### src/rtl/score_pkg.sv
// Shared widths, conversion FSM state type and the shift-add-3 nibble helper
// used by the score keeper and its binary-to-BCD converter.
package score_pkg;
   localparam int SCORE_W = 13;
   localparam int BCD_W   = 4;
   localparam int SHIFT_N = 13;
   localparam int CNT_W   = 4;

   typedef enum logic [1:0] {
      ST_IDLE  = 2'd0,
      ST_SHIFT = 2'd1,
      ST_DONE  = 2'd2
   } conv_state_t;

   // Add 3 to every BCD nibble that is 5 or more, ahead of the next left shift.
   function automatic logic [4*BCD_W-1:0] bcd_adjust(input logic [4*BCD_W-1:0] v);
      logic [4*BCD_W-1:0] r;
      r = v;
      for (int n = 0; n < 4; n++) begin
         if (v[n*BCD_W +: BCD_W] >= BCD_W'(5))
            r[n*BCD_W +: BCD_W] = v[n*BCD_W +: BCD_W] + BCD_W'(3);
      end
      return r;
   endfunction
endpackage

### src/rtl/bin2bcd_seq.sv
// Sequential double-dabble converter: one shift per cycle, 13 shifts, then the
// four digits are loaded together and bcd_valid pulses once.
module bin2bcd_seq
   import score_pkg::*;
(
   input  logic               clk,
   input  logic               rst,
   input  logic               i_start,
   input  logic [SCORE_W-1:0] i_value,
   output logic [BCD_W-1:0]   o_th,
   output logic [BCD_W-1:0]   o_h,
   output logic [BCD_W-1:0]   o_t,
   output logic [BCD_W-1:0]   o_o,
   output logic               o_valid,
   output logic               o_busy,
   output conv_state_t        o_state
);
   conv_state_t          r_state;
   logic [SCORE_W-1:0]   r_bin;
   logic [4*BCD_W-1:0]   r_bcd;
   logic [CNT_W-1:0]     r_cnt;
   logic [4*BCD_W-1:0]   r_digits;
   logic                 r_valid;
   logic                 r_busy;
   logic [4*BCD_W-1:0]   w_adj;

   assign w_adj = bcd_adjust(r_bcd);

   always_ff @(posedge clk or posedge rst) begin
      if (rst) begin
         r_state  <= ST_IDLE;
         r_bin    <= '0;
         r_bcd    <= '0;
         r_cnt    <= '0;
         r_digits <= '0;
         r_valid  <= 1'b0;
         r_busy   <= 1'b0;
      end else begin
         r_valid <= 1'b0;
         case (r_state)
            ST_IDLE: begin
               if (i_start) begin
                  r_bin   <= i_value;
                  r_bcd   <= '0;
                  r_cnt   <= CNT_W'(SHIFT_N);
                  r_busy  <= 1'b1;
                  r_state <= ST_SHIFT;
               end
            end
            ST_SHIFT: begin
               r_bcd <= {w_adj[4*BCD_W-2:0], r_bin[SCORE_W-1]};
               r_bin <= {r_bin[SCORE_W-2:0], 1'b0};
               r_cnt <= r_cnt - CNT_W'(1);
               if (r_cnt == CNT_W'(1))
                  r_state <= ST_DONE;
            end
            ST_DONE: begin
               // Digits are only ever loaded here, so outputs never show a partial value.
               r_digits <= r_bcd;
               r_valid  <= 1'b1;
               r_busy   <= 1'b0;
               r_state  <= ST_IDLE;
            end
            default: r_state <= ST_IDLE;
         endcase
      end
   end

   assign o_th    = r_digits[4*BCD_W-1 -: BCD_W];
   assign o_h     = r_digits[3*BCD_W-1 -: BCD_W];
   assign o_t     = r_digits[2*BCD_W-1 -: BCD_W];
   assign o_o     = r_digits[BCD_W-1:0];
   assign o_valid = r_valid;
   assign o_busy  = r_busy;
   assign o_state = r_state;
endmodule

### src/rtl/score_keeper.sv
// Game score keeper: saturating score, freeze on crash, best score since reset,
// and a background BCD conversion of the score for the display block.
module score_keeper
   import score_pkg::*;
#(
   parameter int SCORE_MAX = 6399,   // must not exceed 8191
   parameter int INC       = 1
)(
   input  logic               clk2,
   input  logic               reset,
   input  logic               game_run,
   input  logic               tick,
   input  logic               crash,
   input  logic               clear,
   output logic [SCORE_W-1:0] score,
   output logic [SCORE_W-1:0] hi_score,
   output logic [BCD_W-1:0]   bcd_th,
   output logic [BCD_W-1:0]   bcd_h,
   output logic [BCD_W-1:0]   bcd_t,
   output logic [BCD_W-1:0]   bcd_o,
   output logic               bcd_valid,
   output logic               busy,
   output conv_state_t        dbg_state
);
   logic [SCORE_W-1:0] r_score;
   logic [SCORE_W-1:0] r_hi;
   logic [SCORE_W-1:0] r_snapshot;
   logic               r_frozen;
   logic [SCORE_W:0]   w_sum;
   logic [SCORE_W-1:0] w_next;
   logic               w_tick_ok;
   logic               w_start;
   logic               w_busy;

   // 14-bit sum so the saturation compare can never see a wrapped value.
   assign w_sum     = {1'b0, r_score} + (SCORE_W+1)'(INC);
   assign w_next    = (w_sum > (SCORE_W+1)'(SCORE_MAX)) ? SCORE_W'(SCORE_MAX) : w_sum[SCORE_W-1:0];
   assign w_tick_ok = tick && game_run && !r_frozen && !clear && !crash;
   assign w_start   = !w_busy && (r_score != r_snapshot);

   always_ff @(posedge clk2 or posedge reset) begin
      if (reset) begin
         r_score    <= '0;
         r_hi       <= '0;
         r_frozen   <= 1'b0;
         r_snapshot <= '0;
      end else begin
         if (clear) begin
            r_score  <= '0;
            r_frozen <= 1'b0;
         end else if (crash) begin
            if (!r_frozen) begin
               r_frozen <= 1'b1;
               if (r_score > r_hi)
                  r_hi <= r_score;
            end
         end else if (w_tick_ok) begin
            r_score <= w_next;
         end
         if (w_start)
            r_snapshot <= r_score;
      end
   end

   bin2bcd_seq u_conv (
      .clk     (clk2),
      .rst     (reset),
      .i_start (w_start),
      .i_value (r_score),
      .o_th    (bcd_th),
      .o_h     (bcd_h),
      .o_t     (bcd_t),
      .o_o     (bcd_o),
      .o_valid (bcd_valid),
      .o_busy  (w_busy),
      .o_state (dbg_state)
   );

   assign score    = r_score;
   assign hi_score = r_hi;
   assign busy     = w_busy;
endmodule

### config.mk
export PLATFORM = sky130hd
export DESIGN_NAME = score_keeper
export DESIGN_NICKNAME = d
export VERILOG_FILES = /design/src/rtl/score_pkg.sv /design/src/rtl/bin2bcd_seq.sv /design/src/rtl/score_keeper.sv
export SDC_FILE = /design/constraint.sdc
export NUM_CORES = 1
export LEC_CHECK = 0
export BUFFER_PORTS_ARGS = -buffer_cell sky130_fd_sc_hd__buf_2
export CORE_UTILIZATION = 60
export CTS_CLUSTER_DIAMETER = 150
export DETAILED_ROUTE_END_ITERATION = 10
export PLACE_DENSITY = 0.81
export SLEW_MARGIN = 5
export SYNTH_ARGS = -nofsm -noshare
export SYNTH_HDL_FRONTEND = slang
export SYNTH_HIERARCHICAL = 1
export SYNTH_SLANG_ARGS = --single-unit
### constraint.sdc
create_clock -name clk2 -period 6.11 [get_ports clk2]
set_input_delay 0.3055 -clock clk2 [delete_from_list [all_inputs] [get_ports clk2]]
set_output_delay 0.3055 -clock clk2 [all_outputs]
set_load 0.03 [all_outputs]
# After elaboration in Yosys (flattened, before gate mapping)
# Cells that the tools add are included.
dict set report word_totals {
  elab_cells 73
  reg_bits 93
  out_inout_bits 46
}
dict set report op_classes {
  mux 22
  reduce_logical 19
  bitwise 2
  addsub 6
  eq_ne 7
  magnitude_cmp 6
}
# operator count
set ops {}
lappend ops {{$mux W13} 5}
lappend ops {{$pmux W16 S2} 1}
lappend ops {{$pmux W13 S2} 1}
lappend ops {{$ge A4 B3 Y1 const B} 4}
lappend ops {{$mux W16} 1}
lappend ops {{$mux W4} 4}
lappend ops {{$add A13 B1 Y14 const B} 1}
lappend ops {{$gt A14 B13 Y1 const B} 1}
lappend ops {{$gt A13 B13 Y1} 1}
lappend ops {{$ne A13 B13 Y1} 1}
lappend ops {{$add A4 B2 Y4 const B} 3}
lappend ops {{$pmux W4 S2} 1}
lappend ops {{$reduce_and A2 Y1} 4}
lappend ops {{$reduce_bool A2 Y1} 4}
lappend ops {{$ne A2 B1 Y1 const B} 3}
lappend ops {{$logic_and A1 B1 Y1} 5}
lappend ops {{$eq A4 B1 Y1 const B} 1}
lappend ops {{$logic_not A1 Y1} 4}
lappend ops {{$mux W1} 4}
lappend ops {{$mux W2} 2}
lappend ops {{$pmux W2 S2} 1}
lappend ops {{$reduce_and A4 Y1} 1}
lappend ops {{$sub A4 B1 Y4 const B} 1}
lappend ops {{$add A3 B2 Y3 const B} 1}
lappend ops {{6 further kinds} 7}

# Longest topological paths before layout
dict set report depth {
  ltp_word 7
  depth_mapped 10
  depth_no_buf 7
}

# By module
# The synthesis kept the hierarchy.
# module area_per_inst_um2 cells_each seq_area_each_um2 instances
set by_module_without_submodules {}
lappend by_module_without_submodules {bin2bcd_seq 2511.2 226 1326.3 1}
lappend by_module_without_submodules {score_keeper 2499.9 244 1001.0 1}

# Least setup slack after synthesis
# Ideal clock, no wire load.
dict set report synth_path {
  path_type {register to register}
  startpoint {reg r_score[0], in the netlist score[0]}
  endpoint {reg r_hi[3], in the netlist hi_score[3]}
  arrival_ns 2.211
  period_less_slack_ns 2.335
  setup_time_ns 0.125
  path_buffers 2
  setup_slack_ns 3.775
  required_ns 5.985
  stages_incl_launch_ff 10
  cell_sequence {dfrtp_1 buf_6 inv_1 ha_1 nor2b_1 o21bai_1 a211o_1 a211oi_2 buf_4 mux2_2}
}
dict set report synth_between {
  elab_chain_len 2
}
# item line
set synth_lines {}
lappend synth_lines {{start, declared} score_keeper.sv:25} ;# logic [SCORE_W-1:0] r_score;
lappend synth_lines {{start signal, assigned} score_keeper.sv:58} ;# r_score <= w_next;
lappend synth_lines {{$gt A13 B13 Y1} score_keeper.sv:54} ;# if (r_score > r_hi)
lappend synth_lines {{$reduce_and A4 Y1 (no source line)} n/a}
lappend synth_lines {{end signal, assigned} score_keeper.sv:55} ;# r_hi <= r_score;
lappend synth_lines {{end, declared} score_keeper.sv:26} ;# logic [SCORE_W-1:0] r_hi;
# Every way passes these cells.
# A chain may end at the register's enable or synchronous reset.

# Worst setup path in the final report
dict set report layout_path {
  startpoint {reg r_score[2], in the netlist score[2]}
  endpoint {reg u_conv.r_bin[4]}
}
dict set report layout_between {
  elab_chain_len 4
}
# item line
set layout_lines {}
lappend layout_lines {{$ne A13 B13 Y1} score_keeper.sv:39} ;# assign w_start = !w_busy && (r_score != r_snapshot);
lappend layout_lines {{$logic_and A1 B1 Y1} score_keeper.sv:39}
lappend layout_lines {{$ne A2 B1 Y1 (no source line)} n/a}
lappend layout_lines {{$reduce_and A2 Y1 (no source line)} n/a}
lappend layout_lines {{end signal, assigned} bin2bcd_seq.sv:43} ;# r_bin <= i_value;
lappend layout_lines {{end signal, assigned} bin2bcd_seq.sv:52} ;# r_bin <= {r_bin[SCORE_W-2:0], 1'b0};
lappend layout_lines {{end, declared} bin2bcd_seq.sv:19} ;# logic [SCORE_W-1:0] r_bin;
# Every way passes these cells.

==> impl_metrics.csv <==
group,metric,value,unit
outcome,result_of_the_run,"finished, final reports clean",
die,core_area,7890,µm²
setup_path,timing.reg2reg.setup_slack,3130,ps
clock_tree,cts-buffers-inserted,9,
setup_path,timing.critical_path.from_type,"flip-flop",
setup_path,crit_start,"score[2]",
grt,grt_remaining_overflow,0,
setup_path,worst_ep_arrival_time,3260,ps
power_and_ir_drop,net_switching_power_figure,0.660,mW
die,num_rows,32,
power_and_ir_drop,swShare,0.363,
routing,met2WireLength,5270,µm
sta,period_minus_slack,2980,ps
routing,wl_met1,4440,µm
sta,unrepaired_setup_endpoints_after_global_routing,"no",
logic_synthesis,synth_edf_count,0,
logic_synthesis,mappedNetlistArea,5010,µm²
routing,detailroute.wirelength.met3,565,µm
routing,ant_nets,0,
worst_hold_path,min-delay-path-class,"in2reg",
logic_synthesis,synth_top_cell_by_area,"sky130_fd_sc_hd__dfrtp_1",
clock_tree,clk_path_buf_depth,2,
sta,max_freq,336,MHz
grt,grtUsageTotal,0.263,
power_and_ir_drop,power_per_cell_area,332,nW/µm²
power_and_ir_drop,power.ir.vdd_worst,0.144,mV
power_and_ir_drop,leakagePower,2.69,nW
setup_path,regToRegStartpoint,"score[2]",
setup_path,critical_path.max_fanout,19,
logic_synthesis,postSynthCellCount,470,
clock_tree,clk_pin_slew_worst_paths,90,ps
logic_synthesis,synthMostInstantiatedCell,"sky130_fd_sc_hd__dfrtp_1",
clock_tree,clk_latency,360,ps
setup_path,critPathCaptureType,"flip-flop",
die,floorplan.die_area,8720,µm²
routing,number_of_optimization_iterations_in_the_first_detailed_route_pass,6,
logic_synthesis,post_synth.cell_area_avg,10.7,µm²
sta,final-hold-violation-count,0,
place,port_buffers,51,
job,max-cap-violations,0,
logic_synthesis,ys_seq_area_frac,0.464,
cells_and_area,postLayoutCellArea,5480,µm²
grt,grt_max_degree,41,
sta,whs,209,ps
die,boundaryPins,52,
logic_synthesis,postSynth.asyncResetShare,1.00,
sta,finalSetupTns,0,ps
logic_synthesis,postSynthRegisterBits,93,
routing,via_per_inst,5.97,
routing,top_signal_layer_used,"met4",
logic_synthesis,synth.distinct_cells,54,
cells_and_area,nets,541,
logic_synthesis,synth-main-ff-cell,"sky130_fd_sc_hd__dfrtp_1",
die,initial_core_utilization,0.635,
clock_tree,cts_root_buffer,"sky130_fd_sc_hd__clkbuf_8",
logic_synthesis,yosys-top-cells-area,"sky130_fd_sc_hd__dfrtp_1 46%, sky130_fd_sc_hd__ha_1 6.2%, sky130_fd_sc_hd__mux2_4 5.1%, sky130_fd_sc_hd__mux2_2 4.7%, sky130_fd_sc_hd__o21ai_0 3.8%",
place,dp_hpwl,7180,µm
setup_path,critPathRequiredTime,6390,ps
logic_synthesis,ys_top_cells_by_count,"93 x sky130_fd_sc_hd__dfrtp_1, 44 x sky130_fd_sc_hd__nand2_1, 38 x sky130_fd_sc_hd__o21ai_0",
clock_tree,cts_tree,"done",
grt,grt_pass1_vias,3608,
power_and_ir_drop,power.share.combinational,0.298,
cells_and_area,final_cell_count_no_fill,617,
logic_synthesis,synthesis.yosys.warnings,6,
die,dieWidth,93.4,µm
setup_path,path_class,"reg2reg",
routing,wire_per_inst,17.1,µm
routing,drt-initial-drc-count,192,
routing,route.detailed.drc,0,
sta,min_period_over_period,0.487,
grt,grt_first_pass_wirelength,17600,µm
clock_tree,clock_sinks,93,
power_and_ir_drop,intPower,1.16,mW
sta,finalSetupViolCount,0,
clock_tree,post_cts.resized_instances,0,
power_and_ir_drop,seq_power_share,0.462,
cells_and_area,flow.area_growth_from_synthesis,9.34,%
sta,slew_headroom,0.249,
place,dp.cells,600,
place,post_placement_cell_area,5260,µm²
logic_synthesis,netlist.area_leader.share,0.464,
logic_synthesis,mappedNetlistNets,501,
cells_and_area,total_inserted_antenna_cells,0,
clock_tree,htree_num_levels,3,
sta,drv_slew,0,
grt,grt_antenna_before_repair,0,
sta,clock_skew,7.97,ps
routing,route.final.wire_length,10500,µm
routing,vias,3682,
sta,worst_slew_pin_slew,1130,ps
power_and_ir_drop,clock_power_share,0.240,
worst_hold_path,holdCritStartpoint,"clear",
cells_and_area,layout-drive-gt1-share,0.233,
place,rd_place_congestion,0.893,
die,floorplan.die.height,93.4,µm
[sequential cells by signal, indices dropped and copies added, names as in the netlist]
| name | flops |
|---|---|
| u_conv/r_bin | 13 |
| hi_score | 13 |
| u_conv/r_bcd | 16 |
| u_conv/o_busy | 1 |
| r_frozen | 1 |
| u_conv/r_digits | 16 |
| u_conv/o_valid | 1 |
| u_conv/r_cnt | 4 |
| r_snapshot | 13 |
| u_conv/o_state | 2 |
| score | 13 |
[per-stage QoR]
stage | worst slack [ps] | utilization | power [mW]
after global routing | 2940 | 0.695 | 1.94
after global placement | 3300 | 0.667 | 1.35
after floorplan | 3770 | - | 1.26
after detailed placement | 3160 | 0.667 | 1.39
final | 3130 | 0.695 | 1.82
after CTS | 3170 | 0.695 | 1.83
[layout make-up]
cell class                      count  area [µm²]
Clock buffer                       12         155
Clock inverter                      4        55.1
Fill cell                         595        2410
Inverter                           30         115
Multi-Input combinational cell    320        2400
Sequential cell                    93        2330
Tap cell                          102         128
Timing Repair Buffer               56         295
[cell families after synthesis]
group           synth area share
xor+xnor                  0.0402
fa+ha+maj                 0.0624
buf+inv                   0.0559
compound gates             0.133
flops                      0.464
mux                        0.119
simple gates               0.125
[layer usage]
layer,up-vias,global-route usage
met4,0,0.115
li1,1739,-
met1,1791,0.328
met2,131,0.444
met5,-,0
met3,21,0.0528
[repair_timing]
item	in CTS	in global routing
endpoints found under the hold margin	16	0
buffers inserted	0	0
hold buffers	1	0
setup endpoints to repair	0	0
[power by group through the flow]
| stage | logic [mW] | registers [mW] | clock network, mW |
|---|---|---|---|
| after CTS | 0.546 | 0.838 | 0.441 |
| after global routing | 0.608 | 0.855 | 0.473 |
| after global placement | 0.513 | 0.842 | 0 |
| after detailed placement | 0.543 | 0.850 | 0 |
| final | 0.543 | 0.840 | 0.437 |
| after floorplan | 0.419 | 0.843 | 0 |
[final timing paths]
check                                   to  cells after the start
max                        u_conv/r_bin[4]                      6
min                              score[10]                      2
max reg2reg                u_conv/r_bin[4]                      6
min reg2reg                u_conv/r_bin[2]                      2
max in group asynchronous  u_conv/r_cnt[3]                      4
min in group asynchronous    u_conv/o_busy                      3
[placed cells by master (no fill, tap or decap), types with 9 or more instances in the layout]
| master | synthesis | routed |
|---|---|---|
| sky130_fd_sc_hd__a21oi_1 | 22 | 22 |
| sky130_fd_sc_hd__a22o_1 | 9 | 9 |
| sky130_fd_sc_hd__buf_2 | 13 | 51 |
| sky130_fd_sc_hd__clkbuf_8 | 0 | 11 |
| sky130_fd_sc_hd__dfrtp_1 | 93 | 93 |
| sky130_fd_sc_hd__ha_1 | 25 | 25 |
| sky130_fd_sc_hd__inv_1 | 29 | 28 |
| sky130_fd_sc_hd__mux2_2 | 21 | 21 |
| sky130_fd_sc_hd__mux2_4 | 17 | 17 |
| sky130_fd_sc_hd__nand2_1 | 44 | 44 |
| sky130_fd_sc_hd__nand3_1 | 13 | 13 |
| sky130_fd_sc_hd__nor2_1 | 19 | 19 |
| sky130_fd_sc_hd__o21ai_0 | 38 | 38 |
| sky130_fd_sc_hd__xnor2_1 | 13 | 13 |
| sky130_fd_sc_hd__xor2_1 | 10 | 10 |
[critical path, stage by stage (launching register included)]
cell	delay, ps
sky130_fd_sc_hd__dfrtp_1	680
sky130_fd_sc_hd__xor2_1	230
sky130_fd_sc_hd__nor4_2	60
sky130_fd_sc_hd__a41oi_2	910
sky130_fd_sc_hd__nor2b_1	680
sky130_fd_sc_hd__a22oi_1	150
sky130_fd_sc_hd__o21ai_0	190
Power figures use the tool's default switching activity.
